File: src/rtl/pll_seq_pkg.sv
// Shared types and defaults for the PLL reset/lock supervisor.
package pll_seq_pkg;

  typedef enum logic [2:0] {
    ST_RESET,
    ST_SETTLE,
    ST_CHECK,
    ST_RUN,
    ST_FAULT
  } pll_seq_state_t;

  localparam int DEF_RST_CYCLES    = 32;
  localparam int DEF_SETTLE_CYCLES = 5000;
  localparam int DEF_HB_TIMEOUT    = 256;
  localparam int DEF_HB_MIN_EDGES  = 4;
  localparam int DEF_MAX_RETRY     = 3;

  // Width of the shared cycle counter; it only ever counts up to (longest interval - 1).
  function automatic int cnt_width(input int rst_cycles, input int settle_cycles,
                                   input int hb_timeout);
    int m;
    m = rst_cycles;
    if (settle_cycles > m) m = settle_cycles;
    if (hb_timeout > m) m = hb_timeout;
    if (m < 2) return 1;
    return $clog2(m);
  endfunction

endpackage

File: src/rtl/sync_edge_det.sv
// Two-flop synchronizer for the heartbeat toggle plus an edge register.
// edge_strb is high for one cycle whenever the synchronized level changes.
module sync_edge_det (
  input  logic clk,
  input  logic reset_n,
  input  logic async_in,
  output logic edge_strb
);

  logic s1_q, s2_q, s3_q;
  logic s1_d, s2_d, s3_d;

  // Next-state of the shift chain: async input into stage 1, then shift along.
  always_comb begin
    s1_d = async_in;
    s2_d = s1_q;
    s3_d = s2_q;
  end

  // Synchronizer and edge flops, cleared by the synchronous reset.
  always_ff @(posedge clk) begin
    if (!reset_n) begin
      s1_q <= 1'b0;
      s2_q <= 1'b0;
      s3_q <= 1'b0;
    end else begin
      s1_q <= s1_d;
      s2_q <= s2_d;
      s3_q <= s3_d;
    end
  end

  assign edge_strb = s2_q ^ s3_q;

endmodule

File: src/rtl/pll_reset_seq.sv
// PLL reset and lock supervisor: times the PLL reset pulse, waits for settling,
// verifies the output-clock heartbeat and releases the system reset, re-arming
// the PLL on heartbeat loss with a bounded number of retries.
module pll_reset_seq
  import pll_seq_pkg::*;
#(
  parameter int RST_CYCLES    = DEF_RST_CYCLES,
  parameter int SETTLE_CYCLES = DEF_SETTLE_CYCLES,
  parameter int HB_TIMEOUT    = DEF_HB_TIMEOUT,
  parameter int HB_MIN_EDGES  = DEF_HB_MIN_EDGES,
  parameter int MAX_RETRY     = DEF_MAX_RETRY
) (
  input  logic                           refclk,
  input  logic                           reset_n,
  input  logic                           hb_async,
  input  logic                           restart,
  output logic                           pll_reset,
  output logic                           sys_rst_n,
  output logic                           ready,
  output logic                           fault,
  output logic [$clog2(MAX_RETRY+1)-1:0] retry_cnt
);

  localparam int CNT_W   = cnt_width(RST_CYCLES, SETTLE_CYCLES, HB_TIMEOUT);
  localparam int RETRY_W = $clog2(MAX_RETRY + 1);
  localparam int EDGE_W  = (HB_MIN_EDGES < 2) ? 1 : $clog2(HB_MIN_EDGES);

  localparam logic [CNT_W-1:0]   RST_LAST    = CNT_W'(RST_CYCLES - 1);
  localparam logic [CNT_W-1:0]   SETTLE_LAST = CNT_W'(SETTLE_CYCLES - 1);
  localparam logic [CNT_W-1:0]   TO_LAST     = CNT_W'(HB_TIMEOUT - 1);
  localparam logic [EDGE_W-1:0]  EDGE_LAST   = EDGE_W'(HB_MIN_EDGES - 1);
  localparam logic [RETRY_W-1:0] RETRY_MAX   = RETRY_W'(MAX_RETRY);

  pll_seq_state_t     state_q, state_d;
  logic [CNT_W-1:0]   cnt_q, cnt_d;
  logic [EDGE_W-1:0]  edge_cnt_q, edge_cnt_d;
  logic [RETRY_W-1:0] retry_q, retry_d;
  logic               pll_reset_q, pll_reset_d;
  logic               sys_rst_n_q, sys_rst_n_d;
  logic               ready_q, ready_d;
  logic               fault_q, fault_d;
  logic               hb_edge;
  logic               retry_req;

  sync_edge_det u_sync (
    .clk       (refclk),
    .reset_n   (reset_n),
    .async_in  (hb_async),
    .edge_strb (hb_edge)
  );

  // Sequencer next state: restart beats edges, edges beat timeouts, and the
  // counter is cleared on every state entry.
  always_comb begin
    state_d    = state_q;
    cnt_d      = cnt_q;
    edge_cnt_d = edge_cnt_q;
    retry_d    = retry_q;
    retry_req  = 1'b0;

    if (restart) begin
      state_d    = ST_RESET;
      cnt_d      = '0;
      edge_cnt_d = '0;
      retry_d    = '0;
    end else begin
      case (state_q)
        ST_RESET: begin
          if (cnt_q == RST_LAST) begin
            state_d = ST_SETTLE;
            cnt_d   = '0;
          end else begin
            cnt_d = cnt_q + 1'b1;
          end
        end
        ST_SETTLE: begin
          if (cnt_q == SETTLE_LAST) begin
            state_d    = ST_CHECK;
            cnt_d      = '0;
            edge_cnt_d = '0;
          end else begin
            cnt_d = cnt_q + 1'b1;
          end
        end
        ST_CHECK: begin
          if (hb_edge) begin
            cnt_d = '0;
            if (edge_cnt_q == EDGE_LAST) begin
              state_d    = ST_RUN;
              edge_cnt_d = '0;
            end else begin
              edge_cnt_d = edge_cnt_q + 1'b1;
            end
          end else if (cnt_q == TO_LAST) begin
            retry_req = 1'b1;
          end else begin
            cnt_d = cnt_q + 1'b1;
          end
        end
        ST_RUN: begin
          if (hb_edge) begin
            cnt_d = '0;
          end else if (cnt_q == TO_LAST) begin
            retry_req = 1'b1;
          end else begin
            cnt_d = cnt_q + 1'b1;
          end
        end
        ST_FAULT: begin
          cnt_d = '0;
        end
        default: begin
          state_d = ST_RESET;
          cnt_d   = '0;
        end
      endcase

      if (retry_req) begin
        cnt_d      = '0;
        edge_cnt_d = '0;
        if (retry_q < RETRY_MAX) begin
          retry_d = retry_q + 1'b1;
          state_d = ST_RESET;
        end else begin
          state_d = ST_FAULT;
        end
      end
    end

    pll_reset_d = (state_d == ST_RESET) || (state_d == ST_FAULT);
    sys_rst_n_d = (state_d == ST_RUN);
    ready_d     = (state_d == ST_RUN);
    fault_d     = (state_d == ST_FAULT);
  end

  // State, counters and outputs register together so the outputs always match the state.
  always_ff @(posedge refclk) begin
    if (!reset_n) begin
      state_q     <= ST_RESET;
      cnt_q       <= '0;
      edge_cnt_q  <= '0;
      retry_q     <= '0;
      pll_reset_q <= 1'b1;
      sys_rst_n_q <= 1'b0;
      ready_q     <= 1'b0;
      fault_q     <= 1'b0;
    end else begin
      state_q     <= state_d;
      cnt_q       <= cnt_d;
      edge_cnt_q  <= edge_cnt_d;
      retry_q     <= retry_d;
      pll_reset_q <= pll_reset_d;
      sys_rst_n_q <= sys_rst_n_d;
      ready_q     <= ready_d;
      fault_q     <= fault_d;
    end
  end

  assign pll_reset = pll_reset_q;
  assign sys_rst_n = sys_rst_n_q;
  assign ready     = ready_q;
  assign fault     = fault_q;
  assign retry_cnt = retry_q;

endmodule

File: config.mk
export PLATFORM = sky130hd
export DESIGN_NAME = pll_reset_seq
export DESIGN_NICKNAME = d
export VERILOG_FILES = /design/src/rtl/pll_seq_pkg.sv /design/src/rtl/sync_edge_det.sv /design/src/rtl/pll_reset_seq.sv
export SDC_FILE = /design/constraint.sdc
export NUM_CORES = 1
export LEC_CHECK = 0
export ABC_AREA = 1
export BUFFER_PORTS_ARGS = -buffer_cell sky130_fd_sc_hd__buf_2
export CORE_AREA = 2 2 53 55
export DETAILED_ROUTE_END_ITERATION = 6
export DIE_AREA = 0 0 55 57
export PLACE_DENSITY_LB_ADDON = 0.25
export SKIP_CTS_REPAIR_TIMING = 1
export SLEW_MARGIN = 20
export SYNTH_ARGS = -nofsm -noshare
export SYNTH_HDL_FRONTEND = slang
export SYNTH_SLANG_ARGS = --single-unit
File: constraint.sdc
create_clock -name refclk -period 2.38 [get_ports refclk]
set_input_delay 0.238 -clock refclk [delete_from_list [all_inputs] [get_ports refclk]]
set_output_delay 0.238 -clock refclk [all_outputs]
set_load 0.005 [all_outputs]
==> results_dict.tcl <==
set metrics [dict create \
    path_clk_slew_ns 0.14 \
    path_common_cell "nand2_1" \
    r2r-start "cnt_q[0]" \
    synth_fp_nets 197 \
    grt_max_degree 16 \
    syn_area_um2 1350 \
    drtAntennaViolNets 0 \
    cts_tree "yes" \
    chipWidth_um 55 \
    clockBufferDepth 2 \
    worst_slew_pin_slew_ns 0.351 \
    port_buffers 9 \
    cts_made_buffers 3 \
    grt_pass1_vias 1053 \
    diodes 0 \
    drive_above_1_share_pct 20.4 \
    crit_path_end_kind "register" \
    p_leak_nw 0.688 \
    die-area_um2 3140 \
    cts.sinks 26 \
    final_util_pct 55.8 \
    synth.distinct_cells 24 \
    max_slew_margin_pct 76.5 \
    gp_congestion 0.797 \
    dr_total_vias 1139 \
    area_growth_pct 8.06 \
    vdd_drop_max_uv 430 \
    pin_count 10 \
    path_class "register to register" \
    setup_tns_ns 0 \
    start_util_pct 51.6 \
    syn_inst 190 \
    h-tree-depth 1 \
    syn_area_per_cell_um2 7.11 \
    row_count 19 \
    nNetsFinal 209 \
    dr.pass1.iters 4 \
    drcViolationCount 0 \
    wl_um 2350 \
    ys_seq_elements 26 \
    worstReg2RegEnd "cnt_q[9]" \
    grt_pass1_wl_um 4090 \
    dieHeight_um 57 \
    yosysSeqAreaShare_pct 38.6 \
    vias_per_cell 4.91 \
    max_freq_mhz 600 \
    synthTopCellsByArea "dfxtp_1 (39%), nand2_1 (11%), inv_1 (8.1%)" \
    maxCapViolCount 0 \
    clk_latency_ns 0.32 \
    crit_end "cnt_q[9]" \
    min_period_over_period_pct 70.1 \
    worstPathMaxFanout 11 \
    rsz0062_at_grt "false" \
    cp_slowest_cell "dfxtp_1" \
    path_cells "ha_1 -> nand2_1 -> inv_1 -> nand2_2 -> nor2_2 -> nand2_1 -> nand2_1 -> nand3_1 -> nand2_2 -> nor2_1" \
    r2r_setup_slack_ns 0.71 \
    critPathLaunch "cnt_q[0]" \
    grt_overflow_total 0 \
    outcome "completed" \
    wl_per_cell_um 10.1 \
    coreArea_um2 2620 \
    critical_path_required_ns 2.60 \
    powerDensity_nw_per_um2 525 \
    antenna_found_initial 0 \
    grtUsageTotal_pct 17.2 \
    ys_warn_count 0 \
    period_minus_slack_ns 1.67 \
    hold_violations 0 \
    synth_area_leader_cell "dfxtp_1" \
    worst-r2r-cell-count 10 \
    fin_skew_ns 0.00173 \
    hold_slack_ns 0.0903 \
    setup_viol 0 \
    cts-root-buf "clkbuf_4" \
    finalMaxSlewViolations 0 \
    crit_arrival_ns 1.88 \
    hpwl_um 1860 \
    drt-initial-drc-count 21 \
    hp-class "input pin to register" \
    synth_top_area_share_pct 38.6 \
    critical-path-max-stage-delay_ns 0.39 \
    crit_path_start_kind "register" \
    fill_cells 259 \
]
==> per-layer routing <==
metal | vias up | wire (µm) | share of wire, % | GRT usage [%]
li1 | 604 | - | - | -
met1 | 516 | 1150 | 49 | 22.0
met2 | 15 | 1120 | 48 | 28.1
met3 | 4 | 51 | 2.2 | 2.88
met4 | 0 | 27 | 1.1 | 7.32
met5 | - | 0 | 0 | 0
==> how the worst min path moves through the flow <==
| stage | slack (ns) | from | to | depth (start not counted) |
|---|---|---|---|---|
| final | 0.09 | hb_async | u_sync.s1_q | 3 |
| after global routing | 0.08 | hb_async | u_sync.s1_q | 3 |
| after CTS | 0.08 | hb_async | u_sync.s1_q | 3 |
| after detailed placement | 0.41 | u_sync.s1_q | u_sync.s2_q | 2 |
| after global placement | 0.40 | u_sync.s1_q | u_sync.s2_q | 2 |
| after floorplan | 0.31 | reset_n | pll_reset | 1 |
==> flip-flops by register name (all words and copies together) (netlist names) <==
signal	flops
cnt_q	13
state_q	3
edge_cnt_q	2
retry_cnt	2
fault	1
pll_reset	1
ready	1
u_sync.s1_q	1
u_sync.s2_q	1
u_sync.s3_q	1
==> report_power, final <==
group,leakage (nW),switching [mW],internal [mW]
clock,0.0279,0.132,0.170
sequential,0.210,0.00212,0.439
combinational,0.450,0.0154,0.00705
total,0.688,0.150,0.616
==> area by class of cell <==
class	instances	area, µm²	share of cell area [%]
inverters	33	124	8.49
well taps	31	38.8	2.66
multi-input cells	129	678	46.5
flip-flops and latches	26	520	35.7
clock inverters	1	30.0	2.06
clock buffers	3	22.5	1.54
repair buffers	9	45.0	3.09
==> synth_stat cells <==
cell	number
inv_2	3
a21oi_1	4
nand3b_1	1
a22oi_1	1
nor2_4	4
or2_2	1
inv_1	29
clkinv_1	1
nand4_1	2
nand3_1	12
nor3_1	3
o21ai_0	8
o211ai_1	1
dfxtp_1	26
nand3_2	2
buf_12	1
nand2_2	8
nand2_1	38
buf_4	1
or2_1	1
xor2_1	5
ha_1	3
nor2_1	25
nor2_2	10
==> cell families (layout without fill, tap and decap cells) <==
group                    after synthesis  in the layout  synth area share, %
adder cells (fa/ha/maj)                3              3                 2.78
XOR/XNOR                               5              5                 3.24
buffers and inverters                 35             46                 11.2
AND/OR/NAND/NOR                      107            107                 38.6
flip-flops                            26             26                 38.6
AO/OA/AOI/OAI                         14             14                 5.56
==> worst max-delay path: cells and delay by family, from the launching register on <==
family                     cells  cell delay (ns)
and+or+nand+nor                8             0.90
DFF                            1             0.39
adders and majority gates      1             0.18
buffers and inverters          1             0.09
==> cells in the final DEF, fill, tap and decap left out <==
| cell type | count |
|---|---|
| nand2_2 | 8 |
| nand3_2 | 2 |
| nand3b_1 | 1 |
| inv_1 | 29 |
| xor2_1 | 5 |
| ha_1 | 3 |
| a21oi_1 | 4 |
| nor2_2 | 10 |
| clkinv_1 | 1 |
| or2_2 | 1 |
| o211ai_1 | 1 |
| nor2_1 | 25 |
| o21ai_0 | 8 |
| nand4_1 | 2 |
| bufinv_16 | 1 |
| buf_2 | 9 |
| nand3_1 | 12 |
| dfxtp_1 | 26 |
| inv_2 | 3 |
| or2_1 | 1 |
| a22oi_1 | 1 |
| nor3_1 | 3 |
| nand2_1 | 38 |
| clkbuf_4 | 3 |
| nor2_4 | 4 |
==> through the flow <==
step                      cell area [µm²]  setup slack (ns)  power [mW]  cells
after floorplan                      1350             0.924       0.470    190
after global placement               1410             0.757       0.473    228
after detailed placement             1410             0.718       0.474    228
after CTS                            1460             0.688       0.774    232
after global routing                 1460             0.545       0.790    232
final                                1460             0.713       0.766    232
Power figures use the tool's default switching activity.
